--- src/rtl/gate_sweep.sv ---
// gate_sweep: exhaustive truth-table sweep of a small combinational gate.
// Drives every input vector, lets it settle, samples and scores the output.
module gate_sweep #(
    parameter int N_IN   = 1,
    parameter int SETTLE = 2
) (
    input  logic                 clk,
    input  logic                 rst,
    input  logic                 start,
    input  logic                 abort,
    input  logic [2**N_IN-1:0]   expected,
    output logic [N_IN-1:0]      dut_in,
    input  logic                 dut_out,
    output logic                 busy,
    output logic                 done,
    output logic                 pass,
    output logic [N_IN:0]        err_count,
    output logic [N_IN-1:0]      first_fail_vec,
    output logic                 first_fail_valid
);

    localparam int NV = 2**N_IN;
    localparam int CW = (SETTLE > 1) ? $clog2(SETTLE) : 1;
    localparam logic [CW-1:0]   CNT_LAST = CW'(SETTLE - 1);
    localparam logic [N_IN:0]   ERR_MAX  = NV[N_IN:0];
    localparam logic [N_IN-1:0] VEC_ONE  = N_IN'(1);
    localparam logic [CW-1:0]   CNT_ONE  = CW'(1);
    localparam logic [N_IN:0]   ERR_ONE  = (N_IN+1)'(1);

    typedef enum logic [1:0] {
        S_IDLE,
        S_SETTLE,
        S_SAMPLE,
        S_DONE
    } state_t;

    state_t            state_q, state_d;
    logic [N_IN-1:0]   vec_q, vec_d;
    logic [CW-1:0]     cnt_q, cnt_d;
    logic [NV-1:0]     exp_q, exp_d;
    logic [N_IN-1:0]   din_q, din_d;
    logic              busy_q, busy_d;
    logic              done_q, done_d;
    logic              pass_q, pass_d;
    logic [N_IN:0]     err_q, err_d;
    logic [N_IN-1:0]   ffv_q, ffv_d;
    logic              ffok_q, ffok_d;
    logic              mismatch;
    logic [N_IN:0]     err_nxt;

    // Score the vector being sampled; count saturates at the vector total.
    always_comb begin
        mismatch = (dut_out != exp_q[vec_q]);
        err_nxt  = err_q;
        if (mismatch && (err_q != ERR_MAX)) begin
            err_nxt = err_q + ERR_ONE;
        end
    end

    // Next-state and registered-output computation for the sweep sequencer.
    always_comb begin
        state_d = state_q;
        vec_d   = vec_q;
        cnt_d   = cnt_q;
        exp_d   = exp_q;
        din_d   = din_q;
        busy_d  = busy_q;
        done_d  = 1'b0;
        pass_d  = pass_q;
        err_d   = err_q;
        ffv_d   = ffv_q;
        ffok_d  = ffok_q;
        unique case (state_q)
            S_IDLE: begin
                din_d  = '0;
                busy_d = 1'b0;
                if (start) begin
                    exp_d   = expected;
                    vec_d   = '0;
                    cnt_d   = '0;
                    err_d   = '0;
                    ffv_d   = '0;
                    ffok_d  = 1'b0;
                    pass_d  = 1'b0;
                    din_d   = '0;
                    busy_d  = 1'b1;
                    state_d = S_SETTLE;
                end
            end
            S_SETTLE: begin
                if (abort) begin
                    din_d   = '0;
                    busy_d  = 1'b0;
                    state_d = S_IDLE;
                end else if (cnt_q == CNT_LAST) begin
                    state_d = S_SAMPLE;
                end else begin
                    cnt_d = cnt_q + CNT_ONE;
                end
            end
            S_SAMPLE: begin
                if (abort) begin
                    din_d   = '0;
                    busy_d  = 1'b0;
                    state_d = S_IDLE;
                end else begin
                    err_d = err_nxt;
                    if (mismatch && !ffok_q) begin
                        ffv_d  = vec_q;
                        ffok_d = 1'b1;
                    end
                    if (&vec_q) begin
                        din_d   = '0;
                        done_d  = 1'b1;
                        pass_d  = (err_nxt == '0);
                        state_d = S_DONE;
                    end else begin
                        vec_d   = vec_q + VEC_ONE;
                        din_d   = vec_q + VEC_ONE;
                        cnt_d   = '0;
                        state_d = S_SETTLE;
                    end
                end
            end
            S_DONE: begin
                busy_d  = 1'b0;
                state_d = S_IDLE;
            end
            default: begin
                din_d   = '0;
                busy_d  = 1'b0;
                state_d = S_IDLE;
            end
        endcase
    end

    // State and output registers; reset clears everything immediately.
    always_ff @(posedge clk or posedge rst) begin
        if (rst) begin
            state_q <= S_IDLE;
            vec_q   <= '0;
            cnt_q   <= '0;
            exp_q   <= '0;
            din_q   <= '0;
            busy_q  <= 1'b0;
            done_q  <= 1'b0;
            pass_q  <= 1'b0;
            err_q   <= '0;
            ffv_q   <= '0;
            ffok_q  <= 1'b0;
        end else begin
            state_q <= state_d;
            vec_q   <= vec_d;
            cnt_q   <= cnt_d;
            exp_q   <= exp_d;
            din_q   <= din_d;
            busy_q  <= busy_d;
            done_q  <= done_d;
            pass_q  <= pass_d;
            err_q   <= err_d;
            ffv_q   <= ffv_d;
            ffok_q  <= ffok_d;
        end
    end

    assign dut_in           = din_q;
    assign busy             = busy_q;
    assign done             = done_q;
    assign pass             = pass_q;
    assign err_count        = err_q;
    assign first_fail_vec   = ffv_q;
    assign first_fail_valid = ffok_q;

endmodule

--- config.mk ---
export PLATFORM = sky130hd
export DESIGN_NAME = gate_sweep
export DESIGN_NICKNAME = d
export VERILOG_FILES = /design/src/rtl/gate_sweep.sv
export SDC_FILE = /design/constraint.sdc
export NUM_CORES = 1
export LEC_CHECK = 0
export BUFFER_PORTS_ARGS = -buffer_cell sky130_fd_sc_hd__buf_2
export CAP_MARGIN = 10
export CORE_MARGIN = 3
export CORE_UTILIZATION = 31
export DETAILED_ROUTE_END_ITERATION = 10
export SLEW_MARGIN = 40
export SYNTH_ARGS = -nofsm -noshare
export SYNTH_HDL_FRONTEND = slang
export SYNTH_SLANG_ARGS = --single-unit
--- constraint.sdc ---
create_clock -name clk -period 1.43 [get_ports clk]
set_clock_uncertainty 0.1 [all_clocks]
set_input_delay 0.2145 -clock clk [delete_from_list [all_inputs] [get_ports clk]]
set_output_delay 0.2145 -clock clk [all_outputs]
set_load 0.1 [all_outputs]
# After elaboration in Yosys (flattened, before gate mapping)
# Index checks and enable logic that the tools add are counted.
# op_classes
add_sub_neg	3
magnitude_cmp	1
n_eq_ne	14
mux	39
reduce_logical	15
# op_table
cell	count
1-bit 2-to-1 mux	22
2-bit 2-to-1 mux	8
2-bit inequality test, second input constant	8
1-bit one-hot mux with 3 select lines	3
1-bit one-hot mux with 2 select lines	4
2-bit one-hot mux with 4 select lines	1
4-bit AND reduction	2
2-bit AND reduction	3
5-bit AND reduction	1
2-bit equality test, second input constant	2
2-bit zero test	2
2-bit one-hot mux with 2 select lines	1
3-bit inequality test, second input constant	1
3-bit AND reduction	1
3-bit nonzero test	1
1-bit adder, second input constant	2
2-bit by 1-bit adder with 2-bit output, second input constant	1
2-bit by 1-bit equality test with 1-bit output, second input constant	1
1-bit logical AND	2
1-bit by 2-bit < comparator with 1-bit output, second input constant	1
2-bit by 1-bit inequality test with 1-bit output, second input constant	1
2-bit nonzero test	1
2-bit OR reduction	1
1-bit zero test	1
1-bit inequality test	1
# totals
regBits	14
input_bits	7
out_inout_bits	8
word_cells	83

# Longest topological paths before layout
# logic_depth
ltp_word	9
depth_mapped	6
mapped_depth_nobuf	6

# Least setup slack after synthesis
# Ideal clock, no wire load.
# synth_path
path_kind	register -> register
from	register err_q[0] (netlist: err_count[0])
to	register err_q[1] (netlist: err_count[1])
setup_time_ps	78
arrival_ps	1937
t_required_ps	1252
setup_slack_ps	-685
stages_incl_launch_ff	7
n_path_buf	0
synth_period_minus_slack_ps	2115
path_cell_list	dfrtp_1 inv_1 ha_1 nor2b_1 mux2i_4 mux2i_1 o2bb2ai_1
# synth_via
elab_chain_cells	5
word_cells_on_any_way	6
classes_between	1 x add/sub; 1 x eq/ne; 3 x mux; 1 x reduce/logical
# synth_lines
item	line_no	text
start, declared	45	logic [N_IN:0] err_q, err_d;
start signal, assigned	160	err_q <= err_d;
branches (longest 2 deep; another with 2-bit by 1-bit adder with 2-bit output)	n/a	
2-bit 2-to-1 mux *	55	if (mismatch && (err_q != ERR_MAX)) begin
2-bit 2-to-1 mux *	102	if (abort) begin
2-bit one-hot mux with 2 select lines *	73	unique case (state_q)
# Every way passes the cells marked *. The select of a mux whose other input is x is not followed.
# A chain may end at the register's enable or synchronous reset.

# Final worst setup path
# layout_path
from	register vec_q
to	register pass_q (netlist: pass)
# layout_via
elab_chain_cells	9
word_cells_on_any_way	11
classes_between	2 x eq/ne; 6 x mux; 3 x reduce/logical
# layout_lines
item	line_no	text
start, declared	38	logic [N_IN-1:0] vec_q, vec_d;
start signal, assigned	153	vec_q <= vec_d;
1-bit 2-to-1 mux (implied by the code) (2 in a row)	53	mismatch = (dut_out != exp_q[vec_q]);
1-bit inequality test	53	
1-bit logical AND	55	
2-bit 2-to-1 mux	55	
2-bit zero test	115	pass_d = (err_nxt == '0);
1-bit 2-to-1 mux	112	if (&vec_q) begin
1-bit 2-to-1 mux	102	
1-bit one-hot mux with 2 select lines	73	
end signal, assigned	159	pass_q <= pass_d;
end, declared	44	logic pass_q, pass_d;
# Several ways; a longest one is shown, not always the timed one. The select of a mux whose other input is x is not followed.

==> metrics list <==
- The run finished, with violations left.
- Failing checks: setup timing
- By area the synthesized netlist is led by sky130_fd_sc_hd__dfrtp_1 42%, sky130_fd_sc_hd__ha_1 8.9%, sky130_fd_sc_hd__mux2i_4 5.4%.
- The tree built by TritonCTS fans out to 14 sinks.
- Final Max Tran Viols: 0
* Fraction of final layout cells sized beyond drive strength 1: 56.6%
- Placement Rows: 18
- The floorplan step set the die height to 58.1 um.
- Of the post-synthesis cell area, the dominant cell type holds 41.7%.
- Number of buffers on the longest clock path: 2
* Gr usage total: 12.5%
* Placed insts: 144
- Leakage component of the power: 0.623 nW
* Number of levels the H-tree was split into: 1
* Post-synth design cell area: 841 um^2
- TritonCTS built the clock tree.
* Full die area: 3370 um^2
- Proportion of synthesized chip area in sequential cells: 41.7%
* Horizontal die dimension: 58.1 um
* Warning count from the yosys run: 0
- Clock tree synthesis inserted a total of 3 buffers.
- Antenna-violating nets left: 0
* Summed negative setup slack over all endpoints: -0.473 ns
- Number of library cell types mapped by synthesis: 29
- Maximum number of pins on one net before global-route repair: 15
- Final Setup Violations: 6
* Count of inserted antenna diode cells: 0
- Total DRC errors in the routed layout: 0
* Post-synthesis to final-layout area growth: 64.0%
- P per Cell Area: 1680 nW/um^2
* Clock transition at path regs: 0.08 ns
- Summing all multi-input logic gate instances after layout gives 596 um^2.
- Final Hold Slack: 0.0739 ns
- Vias: 768
- The total overflow left after global routing is 0.
* Shortest clock period the worst path allows after layout: 1.59 ns
* WL/cell: 13.2 um
- Timing would allow up to 0.629 GHz.
- Post-detailed-routing wire length: 2010 um
- For the worst setup path, the data arrival time is 1.65 ns.
- The worst hold path belongs to the class in -> reg.
- Top Ports: 15
* Switching power: 0.956 mW
- The clock network accounts for 9.6% of the total power.
- Initial core utilization: 33.3%
* Power share of the sequential group: 25.1%
* Flop and latch count out of synthesis: 14
* Sequential cell area: 359 um^2
* Power Internal: 1.36 mW
- Switching fraction of total power: 41.3%
- The worst setup path is captured at a flip-flop.
- Initial DRC count: 6
* Clock latency of the later-clocked register in the worst-skew pair: 0.27 ns
* Final Instance Area: 1380 um^2
* Setup repair after global routing missed its margin: yes
- Measured against its own limit, the worst slew margin works out to 65.1%.
- Once placement finished, the instance area stood at 1160 um^2.
- Smallest setup slack after layout: -0.159 ns
* Root buf cell: sky130_fd_sc_hd__clkbuf_4
* FILL cells: 226
- Synthesized instance count: 85
* Synth area leader: sky130_fd_sc_hd__dfrtp_1
* Syn nets: 98
- Final-report hold violation count: 0
* Wire length of the first global-routing pass: 3290 um
- The initial antenna violation count was 0.
* Number of global-route vias before repair: 766
- Worst Tran Pin Value: 0.522 ns
* Non-filler cells, final: 152
- Final Net Count: 136
- A synthesized cell averages 9.89 um^2.
- The congestion estimate from routability-driven global placement came to 0.814.
* Maximum fanout along the worst path: 3
- Summing internal, switching and leakage power gives 2.32 mW.
- In the routed layout, each cell is associated on average with a via count of 5.05.
* Data required, critical path: 1.49 ns
- Placeable core region: 2520 um^2
* Largest voltage drop on the vdd net: 1.09 mV
* Critical Path Source Type: flip-flop
- Critical setup path kind: reg -> reg
- I/O Buffers: 14
* Sum of net half-perimeters after detailed placement: 1430 um
* Crit share post-route: 111%
- For this run, the detailed router's first-pass iteration total came to 4.
* Share of power burned in combinational logic: 65.3%
- Number of max-cap violations: 0
==> path summary, 6_finish.rpt <==
path / startpoint / to / slack [ns] / depth (start not counted)
setup / recovery: vec_q / pass / -0.16 / 4
hold / removal: expected[1] / exp_q[1] / 0.07 / 2
setup reg to reg: vec_q / pass / -0.16 / 4
hold reg to reg: dut_in / dut_in / 0.39 / 1
max in group asynchronous: rst / err_count[0] / 0.43 / 3
min in group asynchronous: rst / err_count[1] / 0.41 / 3
==> power groups by stage <==
stage / Sequential [mW] / Combinational, mW / Clock [mW]
6_report: 0.582 / 1.51 / 0.222
5_1_grt: 0.595 / 1.62 / 0.265
4_1_cts: 0.580 / 1.28 / 0.235
3_5_place_dp: 0.579 / 1.12 / 0
3_3_place_gp: 0.574 / 1.10 / 0
2_1_floorplan: 0.707 / 0.590 / 0
==> layer usage <==
| layer | vias up | share of wire [%] | routed length, um | GRT usage (%) |
|---|---|---|---|---|
| li1 | 371 | - | - | - |
| met1 | 376 | 43 | 865 | 14.8 |
| met2 | 19 | 51 | 1030 | 21.1 |
| met3 | 2 | 5.0 | 100 | 4.68 |
| met4 | 0 | 0.60 | 12 | 3.31 |
| met5 | - | 0 | 0 | 0 |
==> synthesized netlist by cell type <==
library cell,instances
sky130_fd_sc_hd__nor3b_1,1
sky130_fd_sc_hd__mux2i_4,2
sky130_fd_sc_hd__inv_1,7
sky130_fd_sc_hd__a31o_2,1
sky130_fd_sc_hd__ha_1,6
sky130_fd_sc_hd__nand3_1,1
sky130_fd_sc_hd__nor2_1,8
sky130_fd_sc_hd__o221ai_1,1
sky130_fd_sc_hd__mux2_2,2
sky130_fd_sc_hd__o31ai_1,1
sky130_fd_sc_hd__a32o_1,1
sky130_fd_sc_hd__dfrtp_1,14
sky130_fd_sc_hd__buf_6,1
sky130_fd_sc_hd__a31oi_1,1
sky130_fd_sc_hd__nand2_1,7
sky130_fd_sc_hd__a21boi_0,1
sky130_fd_sc_hd__o21ai_1,1
sky130_fd_sc_hd__nand2b_1,4
sky130_fd_sc_hd__o21ai_0,4
sky130_fd_sc_hd__a22o_1,1
sky130_fd_sc_hd__and2_1,2
sky130_fd_sc_hd__a21oi_1,7
sky130_fd_sc_hd__clkbuf_1,2
sky130_fd_sc_hd__a21o_1,1
sky130_fd_sc_hd__o2bb2ai_1,2
sky130_fd_sc_hd__mux2i_1,2
sky130_fd_sc_hd__o2bb2a_1,1
sky130_fd_sc_hd__nor2b_1,1
sky130_fd_sc_hd__xnor2_1,2
==> cell usage in the layout, fill, tap and decap left out, types with 4 or more instances in the layout <==
cell                      instances
sky130_fd_sc_hd__buf_4           12
sky130_fd_sc_hd__dfrtp_1         11
sky130_fd_sc_hd__buf_2           10
sky130_fd_sc_hd__buf_6            9
sky130_fd_sc_hd__nand2_1          6
sky130_fd_sc_hd__ha_4             6
sky130_fd_sc_hd__nor2_1           5
sky130_fd_sc_hd__inv_1            4
sky130_fd_sc_hd__a21oi_1          4
sky130_fd_sc_hd__buf_12           4
==> area by class of cell <==
| type | instances | share of cell area, % |
|---|---|---|
| multi-input combinational | 61 | 43.2 |
| sequential | 14 | 26.0 |
| timing repair buffer | 36 | 24.0 |
| tap | 30 | 2.72 |
| inverter | 7 | 2.09 |
| clock buffer | 4 | 1.91 |
==> worst max-delay path, cell delays in order, from the launching register on <==
cell and delay, ns:
sky130_fd_sc_hd__dfrtp_1 0.41, sky130_fd_sc_hd__mux2i_4 0.31, sky130_fd_sc_hd__mux2i_4 0.33, sky130_fd_sc_hd__mux2i_1 0.25
sky130_fd_sc_hd__o21ai_1 0.09
==> logic make-up after synthesis <==
| logic type | after synthesis | share of synthesized area, % |
|---|---|---|
| buffers and inverters | 10 | 5.36 |
| DFF | 14 | 41.7 |
| adders and majority gates | 6 | 8.93 |
| AOI/OAI and AO/OA | 23 | 18.2 |
| xor gates and xnor gates | 2 | 2.08 |
| muxes | 6 | 10.4 |
| and+or+nand+nor | 24 | 13.4 |
==> what timing repair did <==
item / CTS / global route
hold endpoints to repair: 14 / 0
hold buffers: 1 / 0
gates resized for setup: 21 / 15
setup endpoints to repair: 9 / 13
gates cloned: 0 / 0
buffers inserted: 2 / 2
pin swaps: 6 / 5
==> through the flow <==
stage | worst slack (ns) | util, %
floorplan | -0.146 | -
global placement | -0.109 | 45.8
detailed placement | -0.140 | 45.8
CTS | -0.155 | 50.9
global route | -0.188 | 54.7
finish | -0.159 | 54.7
(Power assumes the default switching activity.)
